File: src/rtl/dlock_pkg.sv
// Shared types and constants for the digital-lock controller: state
// enumeration, status colours and the counter-width helper.
package dlock_pkg;

    typedef enum logic [2:0] {
        ST_ENTRY    = 3'd0,
        ST_CHECK    = 3'd1,
        ST_UNLOCKED = 3'd2,
        ST_SET      = 3'd3,
        ST_LOCKOUT  = 3'd4
    } dlock_state_e;

    // Status colours, bit order {R,G,B}
    localparam logic [2:0] RGB_ENTRY   = 3'b001;
    localparam logic [2:0] RGB_SET     = 3'b011;
    localparam logic [2:0] RGB_OPEN    = 3'b010;
    localparam logic [2:0] RGB_LOCKOUT = 3'b100;
    localparam logic [2:0] RGB_OFF     = 3'b000;

    // Bits needed to hold any value 0..max_val (never less than 1)
    function automatic int cnt_w(input int max_val);
        return (max_val < 1) ? 1 : $clog2(max_val + 1);
    endfunction

endpackage

File: src/rtl/dlock_digit_shreg.sv
// Digit entry buffer shared by password entry and password change:
// left-shifting digit register, saturating digit counter and clear.
// Build option DLOCK_MASK_EN: the display copy shows all-ones per entered
// digit instead of the digit itself; the real digits stay internal.
module dlock_digit_shreg
    import dlock_pkg::*;
#(
    parameter int DIGITS  = 4,
    parameter int DIGIT_W = 4
) (
    input  logic                         clk,
    input  logic                         reset_n,
    input  logic                         i_clear,
    input  logic                         i_push,
    input  logic [DIGIT_W-1:0]           i_digit,
    output logic [DIGITS*DIGIT_W-1:0]    o_buf,
    output logic [DIGITS*DIGIT_W-1:0]    o_disp,
    output logic [cnt_w(DIGITS)-1:0]     o_cnt,
    output logic                         o_full
);

    localparam int BW = DIGITS * DIGIT_W;
    localparam int CW = cnt_w(DIGITS);

    logic [BW-1:0] r_buf;
    logic [CW-1:0] r_cnt;
    logic          w_full;

    assign w_full = (r_cnt == CW'(DIGITS));

    // Real digits and count: clear wins, pushes beyond a full buffer are dropped
    always_ff @(posedge clk or negedge reset_n) begin
        if (!reset_n) begin
            r_buf <= '0;
            r_cnt <= '0;
        end else if (i_clear) begin
            r_buf <= '0;
            r_cnt <= '0;
        end else if (i_push && !w_full) begin
            r_buf <= (r_buf << DIGIT_W) | BW'(i_digit);
            r_cnt <= r_cnt + CW'(1);
        end
    end

`ifdef DLOCK_MASK_EN
    logic [BW-1:0] r_disp;

    // Masked display copy: one all-ones digit per entered position
    always_ff @(posedge clk or negedge reset_n) begin
        if (!reset_n) begin
            r_disp <= '0;
        end else if (i_clear) begin
            r_disp <= '0;
        end else if (i_push && !w_full) begin
            r_disp <= (r_disp << DIGIT_W) | BW'({DIGIT_W{1'b1}});
        end
    end

    assign o_disp = r_disp;
`else
    assign o_disp = r_buf;
`endif

    assign o_buf  = r_buf;
    assign o_cnt  = r_cnt;
    assign o_full = w_full;

endmodule

File: src/rtl/dlock_ctrl_p.sv
// Digital-lock controller top: control FSM, password register, failed
// attempt counter and lockout timer around the shared digit buffer.
// Build option DLOCK_MASK_EN masks the digits shown on entry_buf.
//
// Inputs digit_vld/confirm/exit are one-cycle pulses with no ready path:
// a pulse is consumed on the edge it is high, and any pulse arriving while
// the FSM is in CHECK or LOCKOUT is lost. Same-cycle priority is
// exit > confirm > digit_vld; the lower pulses of that cycle are dropped.
module dlock_ctrl_p
    import dlock_pkg::*;
#(
    parameter int                           DIGITS      = 4,
    parameter int                           DIGIT_W     = 4,
    parameter int                           MAX_ERR     = 3,
    parameter int                           LOCKOUT_CYC = 1000,
    parameter logic [DIGITS*DIGIT_W-1:0]    DEFAULT_PW  = '0
) (
    input  logic                            clk,
    input  logic                            reset_n,
    input  logic [DIGIT_W-1:0]              digit_in,
    input  logic                            digit_vld,
    input  logic                            confirm,
    input  logic                            exit,
    output logic                            lock_status,
    output logic [DIGITS*DIGIT_W-1:0]       entry_buf,
    output logic [cnt_w(DIGITS)-1:0]        digit_cnt,
    output logic [cnt_w(MAX_ERR)-1:0]       err_cnt,
    output logic [cnt_w(LOCKOUT_CYC)-1:0]   lockout_left,
    output logic [2:0]                      rgb,
    output dlock_state_e                    dbg_state
);

    localparam int BW = DIGITS * DIGIT_W;
    localparam int CW = cnt_w(DIGITS);
    localparam int EW = cnt_w(MAX_ERR);
    localparam int LW = cnt_w(LOCKOUT_CYC);

    dlock_state_e  r_state;
    logic [BW-1:0] r_pw;
    logic [EW-1:0] r_err;
    logic [LW-1:0] r_left;
    logic          r_lock;
    logic [2:0]    r_rgb;

    logic [BW-1:0] w_buf;
    logic [BW-1:0] w_disp;
    logic [CW-1:0] w_cnt;
    logic          w_full;
    logic          w_push;
    logic          w_clear;
    logic [EW-1:0] w_err_inc;

    assign w_err_inc = r_err + EW'(1);

    dlock_digit_shreg #(
        .DIGITS  (DIGITS),
        .DIGIT_W (DIGIT_W)
    ) u_shreg (
        .clk     (clk),
        .reset_n (reset_n),
        .i_clear (w_clear),
        .i_push  (w_push),
        .i_digit (digit_in),
        .o_buf   (w_buf),
        .o_disp  (w_disp),
        .o_cnt   (w_cnt),
        .o_full  (w_full)
    );

    // Buffer control: digits only land in ENTRY/SET, and only when no higher pulse is present
    always_comb begin
        w_push  = 1'b0;
        w_clear = 1'b0;
        case (r_state)
            ST_ENTRY: begin
                if (exit)           w_clear = 1'b1;
                else if (!confirm)  w_push  = digit_vld;
            end
            ST_CHECK: w_clear = 1'b1;
            ST_SET: begin
                if (exit)           w_clear = 1'b1;
                else if (confirm)   w_clear = w_full;
                else                w_push  = digit_vld;
            end
            default: ;
        endcase
    end

    // Control FSM with registered status outputs, password, error count and lockout timer
    always_ff @(posedge clk or negedge reset_n) begin
        if (!reset_n) begin
            r_state <= ST_ENTRY;
            r_pw    <= DEFAULT_PW;
            r_err   <= '0;
            r_left  <= '0;
            r_lock  <= 1'b0;
            r_rgb   <= RGB_ENTRY;
        end else begin
            case (r_state)
                ST_ENTRY: begin
                    if (!exit && confirm && w_full) begin
                        r_state <= ST_CHECK;
                        r_rgb   <= RGB_OFF;
                    end
                end
                ST_CHECK: begin
                    if (w_buf == r_pw) begin
                        r_state <= ST_UNLOCKED;
                        r_err   <= '0;
                        r_lock  <= 1'b1;
                        r_rgb   <= RGB_OPEN;
                    end else if (w_err_inc == EW'(MAX_ERR)) begin
                        r_state <= ST_LOCKOUT;
                        r_err   <= w_err_inc;
                        r_left  <= LW'(LOCKOUT_CYC);
                        r_rgb   <= RGB_LOCKOUT;
                    end else begin
                        r_state <= ST_ENTRY;
                        r_err   <= w_err_inc;
                        r_rgb   <= RGB_ENTRY;
                    end
                end
                ST_UNLOCKED: begin
                    if (exit) begin
                        r_state <= ST_ENTRY;
                        r_lock  <= 1'b0;
                        r_rgb   <= RGB_ENTRY;
                    end else if (confirm) begin
                        r_state <= ST_SET;
                        r_rgb   <= RGB_SET;
                    end
                end
                ST_SET: begin
                    if (exit) begin
                        r_state <= ST_UNLOCKED;
                        r_rgb   <= RGB_OPEN;
                    end else if (confirm && w_full) begin
                        r_pw    <= w_buf;
                        r_state <= ST_UNLOCKED;
                        r_rgb   <= RGB_OPEN;
                    end
                end
                ST_LOCKOUT: begin
                    if (r_left == LW'(1)) begin
                        r_state <= ST_ENTRY;
                        r_left  <= '0;
                        r_err   <= '0;
                        r_rgb   <= RGB_ENTRY;
                    end else begin
                        r_left  <= r_left - LW'(1);
                    end
                end
                default: begin
                    r_state <= ST_ENTRY;
                    r_lock  <= 1'b0;
                    r_rgb   <= RGB_ENTRY;
                end
            endcase
        end
    end

    assign lock_status  = r_lock;
    assign entry_buf    = w_disp;
    assign digit_cnt    = w_cnt;
    assign err_cnt      = r_err;
    assign lockout_left = r_left;
    assign rgb          = r_rgb;
    assign dbg_state    = r_state;

endmodule

File: config.mk
export PLATFORM = sky130hd
export DESIGN_NAME = dlock_ctrl_p
export DESIGN_NICKNAME = d
export VERILOG_FILES = /design/src/rtl/dlock_pkg.sv /design/src/rtl/dlock_digit_shreg.sv /design/src/rtl/dlock_ctrl_p.sv
export SDC_FILE = /design/constraint.sdc
export NUM_CORES = 1
export LEC_CHECK = 0
export CAP_MARGIN = 20
export CORE_MARGIN = 8
export CORE_UTILIZATION = 30
export DETAILED_ROUTE_END_ITERATION = 8
export SLEW_MARGIN = 0
export SYNTH_ARGS = -nofsm -noshare
export SYNTH_HDL_FRONTEND = slang
export SYNTH_SLANG_ARGS = --single-unit
File: constraint.sdc
create_clock -name clk -period 2.8 [get_ports clk]
set_input_delay 0.28 -clock clk [delete_from_list [all_inputs] [get_ports clk]]
set_output_delay 0.28 -clock clk [all_outputs]
set_load 0.1 [all_outputs]
==> results <==
- After clock tree synthesis, the repair step resized 0 gates.
- The tool flagged a number of max-cap violations equal to 0.
- The worst clock skew is 0.00792 ns.
- IR analysis of the VDD net gives a maximum drop of 0.326 mV.
- The total number of vias is 1892.
- In the global route stage, overall resource usage came out at 0.103.
- The tightest slew margin relative to the limit is 0.511.
- The biggest area contributor in the post-synthesis netlist is sky130_fd_sc_hd__dfrtp_1.
- For this run, the share of the core covered by cells in the final layout is 0.366.
- The die is 109 um tall.
- The total wire length is 5760 um.
- Synthesis instantiated 43 different standard cells from the library.
- The number of port buffers is 46.
- The critical path goes through xnor2_1 > nand4_1 > nor4_4 > and3b_1 > o32a_1.
- The number of antenna diodes in the final layout is 0.
- Of all nets on the critical path, the largest fanout is 11.
- The initial core utilization is 0.303.
- TritonCTS built the clock tree.
- The slowest cell on the critical path is sky130_fd_sc_hd__dfrtp_1.
- The area growth from synthesis to layout is 20.7%.
- The final number of hold-violating endpoints is 0.
- Wire segments on met3 add up to 419 um in the final route.
- Timing would allow up to 490 MHz.
- The area of placed instances is 3060 sq um.
- The share of synthesized area in the top cell type comes to 0.489.
- The later pin in the worst-skew pair is clocked with a latency of 0.30 ns.
- The cell area that synthesis handed to floorplanning was 2610 sq um.
- In this run, synthesis inferred 0 flip-flops with an integrated enable.
- The region available for standard cell placement spans 8590 sq um.
- Dividing the final minimum period by the clock period gives 0.729.
- The DRC violation count after routing is 0.
- The wire length per cell after detailed routing is 14.9 um.
- The uppermost layer routed is met4.
- In this run, post-CTS hold repair placed 0 buffers.
- The maximum clock insertion buffer count is 2.
- Data arrives at the worst endpoint at 2.23 ns.
- The number of max-slew violations in the final report is 0.
- Entering global routing, the biggest net connects 34 pins.
- The final RePlAce weighted congestion is 0.806.
- The count of antenna-violating nets left after detailed routing is 0.
- The global route total overflow is 0.
- CTS saw 52 sinks.
- The routed wire length on met2 is 2690 um.
- The longest individual stage delay on the worst path is 0.44 ns.
- Setup violations remaining at the end of the flow were counted as 0.
- Counting every net in the synthesized netlist gives 249.
- The first global-routing pass estimated 9810 um of wire.
- The min-delay analysis places its worst path in the category input port to async pin.
- Setup repair after global routing left no endpoint under its margin.
- The total half-perimeter wirelength after legalization and detailed placement is 4200 um.
- After detailed routing, the wire length on met1 is 2630 um.
- Of the cells placed in the final design, the portion with a size suffix greater than 1 is 0.261.
- Using the TritonRoute via totals, the vias-per-cell ratio works out to 4.88.
- The post-route setup TNS is 0 ns.
- The post-route standard cell area excluding fillers is 3150 sq um.
- The transition time at the pin with the least slew margin is 0.734 ns.
- Subtracting the final worst setup slack from the clock period gives 2.04 ns.
- The clock transition at the registers of the reported paths is 0.09 ns.
- Row generation in the floorplan step produced 34 rows.
- The via count of the first global-routing pass came to 1868.
- The worst path required time is 2.98 ns.
- The run finished with clean final reports.
- The type of element launching the critical path is a flop.
- Each instance of the synthesized netlist takes up on average 11.1 sq um.
- The detailed router finished its first iteration with 65 violations.
- The worst setup path is captured at a flop.
- The initial antenna violation count is 0.
- The number of buffers added by the clock tree synthesis step is 5.
- The die outline area is 11900 sq um.
- For this design the top-level I/O count stands at 47.
- The completed layout was analyzed and its total power is 3010 uW.
- The Yosys step of the flow raised 0 warnings.
- The post-CTS setup buffer count is 0.
- The clock root buffer master is sky130_fd_sc_hd__clkbuf_8.
- By area the synthesized netlist is led by sky130_fd_sc_hd__dfrtp_1 (49%), sky130_fd_sc_hd__mux2i_1 (6.9%), sky130_fd_sc_hd__mux2_2 (6.9%).
- In the synthesized netlist the dominant register cell turns out to be sky130_fd_sc_hd__dfrtp_1.
- In the final design database the tool counted 293 nets.
- Power spread over the standard cell area amounts to 957 nW/um^2.
- The setup path with the least slack is of type flop to flop.
- The floorplan step set the die width to 109 um.
- Before antenna repair, the detailed router went through 7 iterations.
- Summed over all cells, the static leakage comes to 0.00157 uW.
- The depth of the CTS H-tree is 2.
- The sequential element share of the synthesized area is 0.500.
- The flop and latch count out of synthesis is 52.
- The number of standard cells after synthesis is 235.
- The async set or reset register ratio after synthesis is 1.00.
stage by stage:
step | hold slack, ns | cells | setup WS (ns)
3_5_place_dp | 0.392 | 380 | 0.679
6_report | 0.0353 | 388 | 0.759
5_1_grt | 0.0838 | 388 | 0.608
2_1_floorplan | -0.0156 | 235 | 0.313
3_3_place_gp | 0.391 | 380 | 0.648
4_1_cts | 0.0566 | 388 | 0.769
worst max-delay path, delay by kind of cell, from the launching register on:
family                    cells  cell delay (ns)
and+or+nand+nor               3             0.93
DFF                           1             0.44
AOI/OAI and AO/OA             1             0.37
xor gates and xnor gates      1             0.19
final cells by class:
type | count | area (sq um)
Fill cell | 878 | 5450
Sequential cell | 52 | 1300
Multi-Input combinational cell | 160 | 1200
Timing Repair Buffer | 50 | 390
Tap cell | 108 | 135
Clock buffer | 6 | 72.6
Inverter | 10 | 37.5
Clock inverter | 2 | 12.5
state kept, by name (all words and copies together) (netlist names):
signal	count
dbg_state	2
err_cnt	2
lock_status	1
lockout_left	10
r_pw	16
rgb	2
u_shreg.o_buf	16
u_shreg.o_cnt	3
report_power, final:
| group | internal [uW] | leakage, uW | switching, uW |
|---|---|---|---|
| Combinational | 393 | 0.000817 | 1180 |
| Clock | 175 | 0.0000412 | 244 |
| Sequential | 859 | 0.000713 | 161 |
| Total | 1430 | 0.00157 | 1590 |
placed cells by master, fill, tap and decap left out, types with 7 or more instances in the layout:
master,instances
sky130_fd_sc_hd__dfrtp_1,51
sky130_fd_sc_hd__buf_4,42
sky130_fd_sc_hd__nor2_1,29
sky130_fd_sc_hd__mux2i_1,18
sky130_fd_sc_hd__xnor2_1,18
sky130_fd_sc_hd__mux2_2,16
sky130_fd_sc_hd__inv_1,9
sky130_fd_sc_hd__nand2_1,9
sky130_fd_sc_hd__clkdlybuf4s50_1,7
logic make-up after synthesis:
| group | Yosys count | share of synthesized area |
|---|---|---|
| AO/OA/AOI/OAI | 27 | 0.0744 |
| XOR/XNOR | 18 | 0.0605 |
| adder cells (fa/ha/maj) | 5 | 0.0240 |
| AND/OR/NAND/NOR | 76 | 0.162 |
| buffers and inverters | 23 | 0.0417 |
| flip-flops | 52 | 0.500 |
| multiplexers | 34 | 0.138 |
cells in the mapped netlist, types with 4 or more instances:
library cell and number:
sky130_fd_sc_hd__nor3_1 4, sky130_fd_sc_hd__nor2_1 29, sky130_fd_sc_hd__or3_1 4, sky130_fd_sc_hd__dfrtp_1 51, sky130_fd_sc_hd__xnor2_1 18, sky130_fd_sc_hd__o21ai_0 5, sky130_fd_sc_hd__mux2i_1 18, sky130_fd_sc_hd__o32a_1 4
sky130_fd_sc_hd__ha_1 5, sky130_fd_sc_hd__a21oi_1 5, sky130_fd_sc_hd__nand4_1 5, sky130_fd_sc_hd__mux2_2 16, sky130_fd_sc_hd__inv_1 9, sky130_fd_sc_hd__nand2b_1 5, sky130_fd_sc_hd__clkbuf_1 4, sky130_fd_sc_hd__nand2_1 9
sky130_fd_sc_hd__buf_2 6
final timing paths:
| kind | startpoint | end | slack (ns) | cells after the start |
|---|---|---|---|---|
| setup / recovery | u_shreg.o_buf[3] | lockout_left[9] | 0.76 | 5 |
| hold / removal | reset_n | lockout_left[9] | 0.04 | 1 |
| setup reg to reg | u_shreg.o_buf[3] | lockout_left[9] | 0.76 | 5 |
| hold reg to reg | err_cnt[0] | err_cnt[0] | 0.52 | 1 |
| max in group asynchronous | reset_n | u_shreg.o_buf[7] | 2.12 | 2 |
| min in group clk | err_cnt[0] | err_cnt[0] | 0.52 | 1 |
routing by layer:
layer,global-route usage,vias to the layer above
li1,-,910
met1,0.138,930
met4,0.0203,0
met5,0,-
met2,0.161,50
met3,0.0313,2
Power figures use the tool's default switching activity.
